## src/rtl/lcd_capture_pkg.sv

```systemverilog
// Shared definitions for the LCD capture block: default panel geometry and the
// capture state encoding.
package lcd_capture_pkg;

   localparam int LCD_WIDTH  = 160;
   localparam int LCD_HEIGHT = 144;

   typedef enum logic [1:0] {
      SYNC_WAIT = 2'd0,
      ACTIVE    = 2'd1,
      BLANK     = 2'd2
   } lcd_state_e;

endpackage

```

## src/rtl/lcd_capture_sync_edge.sv

```systemverilog
// Registered rising-edge detector (sync_edge), used for both hsync and vsync.
// Ports:
//   clock  in  system clock
//   reset  in  synchronous, active-high reset
//   sig    in  level input
//   rise   out high for the cycle where sig is 1 and was 0 on the previous clock
module lcd_capture_sync_edge (
   input  logic clock,
   input  logic reset,
   input  logic sig,
   output logic rise
);

   logic prev;

   always_ff @(posedge clock) begin
      if (reset) prev <= 1'b0;
      else       prev <= sig;
   end

   assign rise = sig & ~prev;

endmodule

```

## src/rtl/lcd_capture.sv

```systemverilog
// Game Boy video stream receiver. Samples 2-bit pixels, tracks x/y from the
// sync pulses, packs 4 pixels per byte (first pixel in bits [7:6]) and writes
// each byte to a framebuffer RAM port.
// Ports:
//   clock, reset          system clock, synchronous active-high reset
//   pixel_data[1:0]       pixel value, valid while pixel_latch=1
//   pixel_latch           one pixel accepted per cycle high
//   hsync / vsync         rising edge ends the current line / frame
//   fb_A[15:0], fb_Do[7:0], fb_wr_n, fb_cs_n   framebuffer write port
//   frame_done, line_err, frame_err            1-cycle status pulses
//   cur_line[7:0]         current line y (debug)
module lcd_capture
   import lcd_capture_pkg::*;
#(
   parameter int          WIDTH   = LCD_WIDTH,
   parameter int          HEIGHT  = LCD_HEIGHT,
   parameter logic [15:0] FB_BASE = 16'h0000
) (
   input  logic        clock,
   input  logic        reset,
   input  logic [1:0]  pixel_data,
   input  logic        pixel_latch,
   input  logic        hsync,
   input  logic        vsync,
   output logic [15:0] fb_A,
   output logic [7:0]  fb_Do,
   output logic        fb_wr_n,
   output logic        fb_cs_n,
   output logic        frame_done,
   output logic        line_err,
   output logic        frame_err,
   output logic [7:0]  cur_line
);

   localparam logic [7:0]  WIDTH_X  = 8'(WIDTH);
   localparam logic [7:0]  HEIGHT_Y = 8'(HEIGHT);
   localparam logic [15:0] LINE_B   = 16'(WIDTH / 4);

   logic hs_edge, vs_edge;

   lcd_capture_sync_edge u_hs (.clock(clock), .reset(reset), .sig(hsync), .rise(hs_edge));
   lcd_capture_sync_edge u_vs (.clock(clock), .reset(reset), .sig(vsync), .rise(vs_edge));

   lcd_state_e  state, state_nxt;
   logic [7:0]  x, x_nxt, y, y_nxt;
   logic [15:0] ptr, ptr_nxt, line_start, line_start_nxt;
   logic [7:0]  pack, pack_nxt;
   logic        line_bad, line_bad_nxt;
   logic [15:0] a_nxt;
   logic [7:0]  do_nxt;
   logic        wr_n_nxt, done_nxt, lerr_nxt, ferr_nxt;

   logic        take, drop;
   logic [7:0]  x_in, pack_in;
   logic [3:0]  pad_shift;

   always_ff @(posedge clock) begin
      if (reset) begin
         state      <= SYNC_WAIT;
         x          <= '0;
         y          <= '0;
         ptr        <= FB_BASE;
         line_start <= FB_BASE;
         pack       <= '0;
         line_bad   <= 1'b0;
         fb_A       <= FB_BASE;
         fb_Do      <= '0;
         fb_wr_n    <= 1'b1;
         frame_done <= 1'b0;
         line_err   <= 1'b0;
         frame_err  <= 1'b0;
      end else begin
         state      <= state_nxt;
         x          <= x_nxt;
         y          <= y_nxt;
         ptr        <= ptr_nxt;
         line_start <= line_start_nxt;
         pack       <= pack_nxt;
         line_bad   <= line_bad_nxt;
         fb_A       <= a_nxt;
         fb_Do      <= do_nxt;
         fb_wr_n    <= wr_n_nxt;
         frame_done <= done_nxt;
         line_err   <= lerr_nxt;
         frame_err  <= ferr_nxt;
      end
   end

   always_comb begin
      state_nxt      = state;
      x_nxt          = x;
      y_nxt          = y;
      ptr_nxt        = ptr;
      line_start_nxt = line_start;
      pack_nxt       = pack;
      line_bad_nxt   = line_bad;
      a_nxt          = fb_A;
      do_nxt         = fb_Do;
      wr_n_nxt       = 1'b1;
      done_nxt       = 1'b0;
      lerr_nxt       = 1'b0;
      ferr_nxt       = 1'b0;

      // Pixel accepted this cycle is folded in before any hsync handling, so a
      // latch coinciding with hsync belongs to the line being closed.
      take      = (state == ACTIVE) && pixel_latch && (x < WIDTH_X);
      drop      = (state == ACTIVE) && pixel_latch && (x >= WIDTH_X);
      x_in      = take ? x + 8'd1 : x;
      pack_in   = take ? {pack[5:0], pixel_data} : pack;
      pad_shift = 4'd8 - {1'b0, x_in[1:0], 1'b0};

      if (vs_edge) begin
         // vsync takes priority over a coincident hsync; no partial flush.
         if (state != SYNC_WAIT) begin
            if (y == HEIGHT_Y) done_nxt = 1'b1;
            else               ferr_nxt = 1'b1;
         end
         x_nxt          = '0;
         y_nxt          = '0;
         ptr_nxt        = FB_BASE;
         line_start_nxt = FB_BASE;
         pack_nxt       = '0;
         line_bad_nxt   = 1'b0;
         state_nxt      = ACTIVE;
      end else if (state == ACTIVE) begin
         x_nxt    = x_in;
         pack_nxt = pack_in;
         if (drop) line_bad_nxt = 1'b1;
         if (take && (x_in[1:0] == 2'd0)) begin
            a_nxt    = ptr;
            do_nxt   = pack_in;
            wr_n_nxt = 1'b0;
            ptr_nxt  = ptr + 16'd1;
         end
         if (hs_edge) begin
            if (x_in[1:0] != 2'd0) begin
               a_nxt    = ptr;
               do_nxt   = pack_in << pad_shift;
               wr_n_nxt = 1'b0;
            end
            if ((x_in != WIDTH_X) || line_bad || drop) lerr_nxt = 1'b1;
            // Next line start is accumulated rather than multiplied out.
            line_start_nxt = line_start + LINE_B;
            ptr_nxt        = line_start + LINE_B;
            x_nxt          = '0;
            y_nxt          = y + 8'd1;
            pack_nxt       = '0;
            line_bad_nxt   = 1'b0;
            if (y + 8'd1 == HEIGHT_Y) state_nxt = BLANK;
         end
      end
   end

   assign fb_cs_n  = fb_wr_n;
   assign cur_line = y;

endmodule

```

## config.mk

```make
export PLATFORM = sky130hd
export DESIGN_NAME = lcd_capture
export DESIGN_NICKNAME = d
export VERILOG_FILES = /design/src/rtl/lcd_capture_pkg.sv /design/src/rtl/lcd_capture_sync_edge.sv /design/src/rtl/lcd_capture.sv
export SDC_FILE = /design/constraint.sdc
export NUM_CORES = 1
export LEC_CHECK = 0
export CAP_MARGIN = 40
export CORE_MARGIN = 2
export CORE_UTILIZATION = 30
export DETAILED_ROUTE_END_ITERATION = 8
export HOLD_SLACK_MARGIN = 0.1
export PLACE_DENSITY = 0.45
export REMOVE_ABC_BUFFERS = 1
export SLEW_MARGIN = 0
export SYNTH_ARGS = -nofsm -noshare
export SYNTH_HDL_FRONTEND = slang
export SYNTH_SLANG_ARGS = --single-unit
export TNS_END_PERCENT = 20
```

## constraint.sdc

```tcl
create_clock -name clock -period 7.4 [get_ports clock]
set_input_delay 1.85 -clock clock [delete_from_list [all_inputs] [get_ports clock]]
set_output_delay 1.85 -clock clock [all_outputs]
set_load 0.01 [all_outputs]
```

==> results.md <==
- Number of I/O pins: 44
- Cell Chain, Critical Path: clkdlybuf4s50_1, and3b_1, a31oi_1, and4b_1, nor2_1, a221o_1
- R2R setup slack: 4150 ps
- Slowest cell on the critical path: and4b_1
- CP Class: input port to flip-flop
- Crit Path Max Fanout: 21
- Initial Util: 0.306
- Asr flop ratio synth: 0
- Starting DRT DRC Count: 256
- CORE AREA: 14400 sq um
- Peak VDD IR: 99.7 uV
- Worst reg2reg endpoint: fb_Do[2]
- Hold EP: fb_A[0]
- Routed length per instance: 15.7 um
- Register area share after synthesis: 0.381
- Global-route wire length before repair: 19500 um
- Synth cell types: 65
- Final Max Tran Viols: 0
- Worst Path Required: 7630 ps
- Tot GR Track Use: 0.153
- Static Leakage: 0.00168 uW
- Max Cap Violations: 0
- Htree depth: 3
- Post-route DRC: 0
- Post-synth EDFFs: 0
- Worst hold path cell count: 2
- Ant. Diodes: 0
- Commonest non-fill, non-tap cell in the layout: dfxtp_1
- Worst Setup End Kind: flip-flop
- Post-DP HPWL: 8130 um
- Design Power: 939 uW
- #FFs+latches synth: 84
- Final net count: 587
- # rows: 44
- Minimum clock period: 3990 ps
- Share of post-route cells with drive strength above 1: 0.0622
- Pwr dens: 181 nW/um^2
- Placer Congestion: 0.868
- Max stage delay on crit path: 790 ps
- Post-route ant nets: 0
- Vias in the first global route: 3741
- Biggest area consumer among synthesized cells: dfxtp_1
- Resize count post-CTS: 0
- Via density: 5.27
- Max transition margin: 0.492
- Clock Path Buffers: 2
- RSZ-0062 raised after global routing: false
- Clk Latency, worst-skew pair: 350 ps
- Setup crit start kind: input port
- YS warnings: 0
- Ys flop type: dfxtp_1
- Clk slew on worst S/H paths: 60 ps
- Clock Tree Root: clkbuf_16
- Initial DRT Pass Iterations: 4
- Setup tns final: 0 ps
- Buffer count from post-CTS setup fixing: 0
- Grt total ovfl: 0
- Worst R2R Path Depth: 7
- Placed instance count: 747
- CTS hold repair buffers: 0
- Worst r2r src: x[0]
- Avg Inst Size Synth: 7.92 sq um
- CTS Buf Count: 9
- Count of port buffers added during placement: 43
- Initial antenna violation count: 0
- Die Height: 125 um
- Final std cells w/o fill: 763
- Tightest Pin Transition: 761 ps
- HP Class: flip-flop to flip-flop
- Fillcell total: 1517
- Area added between synthesis and finish: 17.9%
- Die ar.: 15700 sq um
- Fmax: 250 MHz
- Run status: completed
- CTS tree: done
- Top post-synthesis cells by area: dfxtp_1 38%, nand2_1 6.6%, a21oi_1 5.4%
- Hold_sp: fb_A[0]
- Setup violators final: 0
- TritonCTS Sinks: 84
- Routed Wire Length: 12000 um
- Tcrit/Tclk final: 0.539
- Via count: 4021
- Largest net degree at the start of global routing: 53
- Post-Syn Instances: 557
- Post-Syn Area: 4410 sq um
- Die width: 125 um
- Final hold violations: 0
- Commonest non-fill, non-tap cells in the layout: 84 x dfxtp_1, 77 x nand2_1, 59 x nor2_1, 48 x a21oi_1, 43 x clkdlybuf4s50_1
- Worst EP arrival: 4220 ps
- Core Util, Final: 0.361
- Clock skew: 7.14 ps
- Top cell type's share of synthesized area: 0.381
synthesized netlist by cell type, drive strengths merged (4+ instances only):
| cell type | instances |
|---|---|
| nand2 | 77 |
| nor4 | 9 |
| xnor2 | 11 |
| ha | 6 |
| buf | 17 |
| nor2b | 9 |
| nand3 | 24 |
| a311oi | 4 |
| a211oi | 8 |
| dfxtp | 84 |
| a31oi | 6 |
| o211ai | 5 |
| nor2 | 60 |
| clkbuf | 26 |
| inv | 7 |
| a21oi | 48 |
| a221oi | 5 |
| xor2 | 16 |
| and3 | 6 |
| or3 | 8 |
| nor3 | 23 |
| nand4 | 13 |
| o21ai | 27 |
| nand2b | 8 |
| a22oi | 7 |
through the flow:
stage / area [sq um] / worst slack (ps) / hold WS [ps]
after floorplan: 4210 / 2510 / 440
after global placement: 4910 / 3090 / 440
after detailed placement: 4940 / 3010 / 445
after CTS: 5200 / 3380 / 452
after global routing: 5200 / 3230 / 471
final: 5200 / 3410 / 449
worst max path at each step:
stage | start | endpoint | slack (ps) | cells past startpoint
floorplan | hsync | ptr[14] | 2510 | 4
CTS | pixel_latch | fb_Do[2] | 3380 | 6
global placement | hsync | line_start[15] | 3090 | 6
global route | pixel_latch | fb_Do[6] | 3230 | 6
detailed placement | pixel_latch | fb_Do[2] | 3010 | 6
finish | pixel_latch | fb_Do[2] | 3410 | 6
state kept, by name (all words and copies together) (netlist names):
register and cells:
state 2, line_err 1, pack 6, u_vs.prev 1, line_bad 1, cur_line 8, fb_Do 8, line_start 13
fb_cs_n 1, frame_err 1, u_hs.prev 1, fb_A 16, frame_done 1, x 8, ptr 16
power breakdown:
group | switching [uW] | internal [uW]
Combinational | 42.1 | 20.7
Sequential | 6.18 | 456
Clock | 187 | 227
Total | 235 | 704
final cells by class:
| class | count | area (sq um) | share of cell area |
|---|---|---|---|
| multi-input cells | 423 | 2510 | 0.483 |
| clock buffers | 12 | 236 | 0.0455 |
| repair buffers | 49 | 487 | 0.0936 |
| well taps | 184 | 230 | 0.0443 |
| clock inverters | 4 | 26.3 | 0.00505 |
| flip-flops and latches | 84 | 1680 | 0.323 |
| inverters | 7 | 26.3 | 0.00505 |
worst max-delay path: cells and delay by family:
family	cells	cell delay [ps]
compound gates	2	540
buf+inv	1	550
simple gates	3	1290
cell families (layout without fill, tap and decap cells):
| family | Yosys count | in the layout | share of synthesized area |
|---|---|---|---|
| xor+xnor | 27 | 27 | 0.0536 |
| simple gates | 253 | 253 | 0.286 |
| buf+inv | 50 | 72 | 0.0528 |
| fa+ha+maj | 6 | 6 | 0.0170 |
| compound gates | 134 | 134 | 0.202 |
| mux | 3 | 3 | 0.00681 |
| flops | 84 | 84 | 0.381 |
metal layers:
metal | wire length (um) | GRT usage
met1 | 6120 | 0.220
met2 | 4970 | 0.221
met3 | 621 | 0.0407
met4 | 237 | 0.0529
met5 | 0 | 0
No activity file was read; power rests on OpenSTA's default activity.
